## src/rtl/mem_result_checker_pkg.sv

```systemverilog
// Shared encodings for the post-halt memory result checker: check modes, FSM states, word sizing.
// No logic; latency and backpressure are properties of the modules that import this package.
package chk_pkg;

  typedef enum logic [1:0] {
    MODE_FIBO = 2'd0,
    MODE_ASC  = 2'd1,
    MODE_DESC = 2'd2,
    MODE_RSVD = 2'd3
  } mode_e;

  typedef enum logic [1:0] {
    S_IDLE,
    S_REQ,
    S_WAIT,
    S_FIN
  } state_e;

  localparam int IDX_W = 16;

  function automatic int bytes_per_word(input int data_w);
    return data_w / 8;
  endfunction

endpackage

```

## src/rtl/mem_result_checker_rule.sv

```systemverilog
// Combinational per-word property check: ok when rd_data satisfies the selected mode.
// Zero latency, no backpressure; the caller decides when the result is used.
module chk_rule
  import chk_pkg::*;
#(
  parameter int DATA_W = 64,
  parameter int SIGNED = 1
) (
  input  mode_e             mode,
  input  logic              first,
  input  logic              second,
  input  logic [DATA_W-1:0] data,
  input  logic [DATA_W-1:0] prev1,
  input  logic [DATA_W-1:0] prev2,
  output logic              ok
);

  logic              lt;
  logic              gt;
  logic [DATA_W-1:0] sum;

  assign sum = prev1 + prev2;

  always_comb begin
    if (SIGNED != 0) begin
      lt = $signed(data) < $signed(prev1);
      gt = $signed(data) > $signed(prev1);
    end else begin
      lt = data < prev1;
      gt = data > prev1;
    end
  end

  always_comb begin
    ok = 1'b0;
    case (mode)
      MODE_FIBO: ok = (first || second) ? (data == DATA_W'(1)) : (data == sum);
      MODE_ASC:  ok = first || !lt;
      MODE_DESC: ok = first || !gt;
      default:   ok = 1'b0;
    endcase
  end

endmodule

```

## config.mk

```make
export PLATFORM = sky130hd
export DESIGN_NAME = chk_rule
export DESIGN_NICKNAME = d
export VERILOG_FILES = /design/src/rtl/mem_result_checker_pkg.sv /design/src/rtl/mem_result_checker_rule.sv
export SDC_FILE = /design/constraint.sdc
export NUM_CORES = 1
export LEC_CHECK = 0
export BUFFER_PORTS_ARGS = -buffer_cell sky130_fd_sc_hd__buf_2
export CORE_ASPECT_RATIO = 0.5
export CORE_UTILIZATION = 58
export DETAILED_ROUTE_END_ITERATION = 7
export PLACE_DENSITY = 0.86
export SYNTH_ARGS = -nofsm -noshare
export SYNTH_HDL_FRONTEND = slang
export SYNTH_SLANG_ARGS = --single-unit
```

## constraint.sdc

```tcl
create_clock -name vclk -period 7.62
set_input_delay 1.524 -clock vclk [all_inputs]
set_output_delay 1.524 -clock vclk [all_outputs]
set_load 0.03 [all_outputs]
```

==> results.py <==
metrics = {
    "outcome": {
        "outcome": "finished with violations",
        "violations": "design-rule violations",
    },
    "route": {
        "drtAntennaViolNets": 0,
        "wl_um": 35600,
        "vias": 11500,
        "drt_iter0_markers": 1536,
        "routedWlPerCell_um": 21.8,
        "drc_errors": 1,
        "vias_per_cell": 7.03,
        "dr.pass1.iters": 8,
    },
    "timing": {
        "grt_setup_unrepaired": "false",
        "fin_crit_sh_pct": 97.9,
        "worst_slew_pin_slew_ns": 0.867,
        "finalSetupViolCount": 0,
        "period_minus_slack_ns": 7.46,
        "max_freq_mhz": 134,
        "max_slew_margin_pct": 41.7,
        "finalMaxSlewViolations": 0,
        "fin_setup_tns_ns": 0,
        "final_hold_viol_count": 0,
    },
    "critical_path": {
        "end_kind": "primary output",
        "cp.arrival_ns": 5.94,
        "cp-start-kind": "primary input",
        "critPathMaxFanout": 7,
        "crit_buf_inv": 2,
        "path_delay_family": "compound AO/OA/AOI/OAI gates",
        "crit_top_cell": "o21ai_1",
        "crit_required_ns": 6.10,
        "cpPeakStageDelay_ns": 0.59,
        "worstPathCellList": "buf_2 -> ha_1 -> a21oi_1 -> o21ai_1 -> a221o_1 -> o211a_1 -> o21ai_1 -> nand2_1 -> nand3_1 -> a22oi_1 -> nor4_1 -> and4_1 -> o2111ai_1 -> o21ai_1 -> buf_2",
        "slowest_stage": "o21ai_1",
        "critical_path_class": "in2out",
    },
    "global_routing": {
        "grtUsageMet1_pct": 62.7,
        "top_usage_layer": "met2",
        "antenna_found_initial": 1,
        "grt_use_met2_pct": 71.7,
        "grt_use_total_pct": 46.4,
        "grt_max_degree": 28,
        "grtUsageMet3_pct": 12.5,
        "grt_pass1_vias": 9950,
        "grt_overflow": 0,
        "grt_pass1_wl_um": 53500,
    },
    "layout": {
        "drive_gt1_share_pct": 17.5,
        "multiInputGateArea_sq_um": 7740,
        "design.seq.count": 0,
        "clock_buffer_count": 0,
        "fillers": 1244,
        "nets": 1769,
        "register_area_sq_um": 0,
        "area_growth_pct": 14.0,
    },
    "floorplan": {
        "die_x_um": 171,
        "die_y_um": 86.6,
        "top_level_ports": 197,
        "core_area_sq_um": 13700,
        "die-area_sq_um": 14800,
        "start_util_pct": 60.4,
        "rows": 30,
    },
    "synthesis": {
        "synth_top_area_share_pct": 19.6,
        "synthCells": 1278,
        "synth_area_leaders": "ha_1, a21oi_1, nand2_1",
        "ys_seq_area_share_pct": 0,
        "syn_avg_cell_area_sq_um": 6.49,
        "synth_area_sq_um": 8300,
        "yosysTopAreaCell": "ha_1",
        "syn_nets": 1605,
        "yosys-top-cells-count": "ha_1, nand2_1, a21oi_1",
        "ys_types": 83,
        "ys_warn_count": 0,
    },
    "placement": {
        "dp_hpwl_um": 30400,
        "gp_congestion": 1.09,
        "io_buffers": 197,
    },
    "hold_path": {
        "hp-class": "in2out",
    },
    "flow_run": {
        "maxCapViolations": 0,
    },
}
## routing by layer
layer	vias up	wire length, um	share of wire, %
li1	5199	-	-
met1	5189	14200	40
met2	945	14500	41
met3	153	5460	15
met4	2	1510	4.2
met5	-	13	0.036
## layout make-up
cell class,instances,share of cell area [%]
Tap cell,192,2.54
Antenna cell,1,0.0264
Timing Repair Buffer,219,12.2
Multi-Input combinational cell,1132,81.7
Inverter,89,3.53
## worst paths after layout
kind,startpoint,end,slack [ns],cells after the start
setup / recovery,prev1[9],ok,0.16,15
hold / removal,data[58],ok,3.58,5
## through the flow
stage               cell area, sq um  util, %  hold slack [ns]  std cells  setup slack, ns
floorplan                       8300        -             3.37       1278            0.892
global placement                9430     68.6             3.58       1632            0.157
detailed placement              9430     68.6             3.58       1632            0.204
CTS                             9430     68.6             3.58       1632            0.187
global route                    9460     68.9             3.60       1632           0.0294
finish                          9460     68.9             3.58       1633            0.158
## layout by cell type (no fill, tap or decap), drive strengths merged, types with 6 or more instances in the layout
| master | Yosys | routed |
|---|---|---|
| or2 | 8 | 8 |
| and3 | 7 | 7 |
| o211ai | 15 | 15 |
| ha | 130 | 130 |
| xnor2 | 22 | 22 |
| o2111ai | 9 | 9 |
| nand3 | 31 | 31 |
| buf | 24 | 219 |
| inv | 89 | 89 |
| a22oi | 6 | 6 |
| or3 | 19 | 19 |
| nor3 | 55 | 55 |
| nand2 | 130 | 130 |
| or4 | 9 | 9 |
| o21a | 27 | 27 |
| a31oi | 9 | 9 |
| o21bai | 9 | 9 |
| a21oi | 126 | 126 |
| nand2b | 11 | 11 |
| mux2i | 14 | 14 |
| nor4 | 26 | 26 |
| a21o | 39 | 39 |
| and4 | 7 | 7 |
| a221oi | 7 | 7 |
| and2 | 7 | 7 |
| nand3b | 8 | 8 |
| a2111oi | 6 | 6 |
| o21ai | 95 | 95 |
| nor2 | 99 | 99 |
| nor4b | 8 | 8 |
| o22ai | 7 | 7 |
| mux2 | 10 | 10 |
| a211oi | 16 | 16 |
| xor2 | 16 | 16 |
| nand4 | 58 | 58 |
| nor2b | 14 | 14 |
## cell families after synthesis
kind of cell / synth area share [%]
XOR/XNOR: 4.28
buffers and inverters: 7.22
multiplexers: 3.32
adder cells (fa/ha/maj): 19.8
AND/OR/NAND/NOR: 31.6
AO/OA/AOI/OAI: 33.8
## worst min-delay path, cell delays in order
cell and delay (ns):
buf_2 0.12, xnor2_1 0.08, o2111ai_1 0.10, o21ai_1 0.06
buf_2 0.17
## repair_timing
item	in CTS	in global routing
endpoints found under the setup margin	0	1
hold buffers	0	0
resized for setup	0	5
setup buffers	0	0
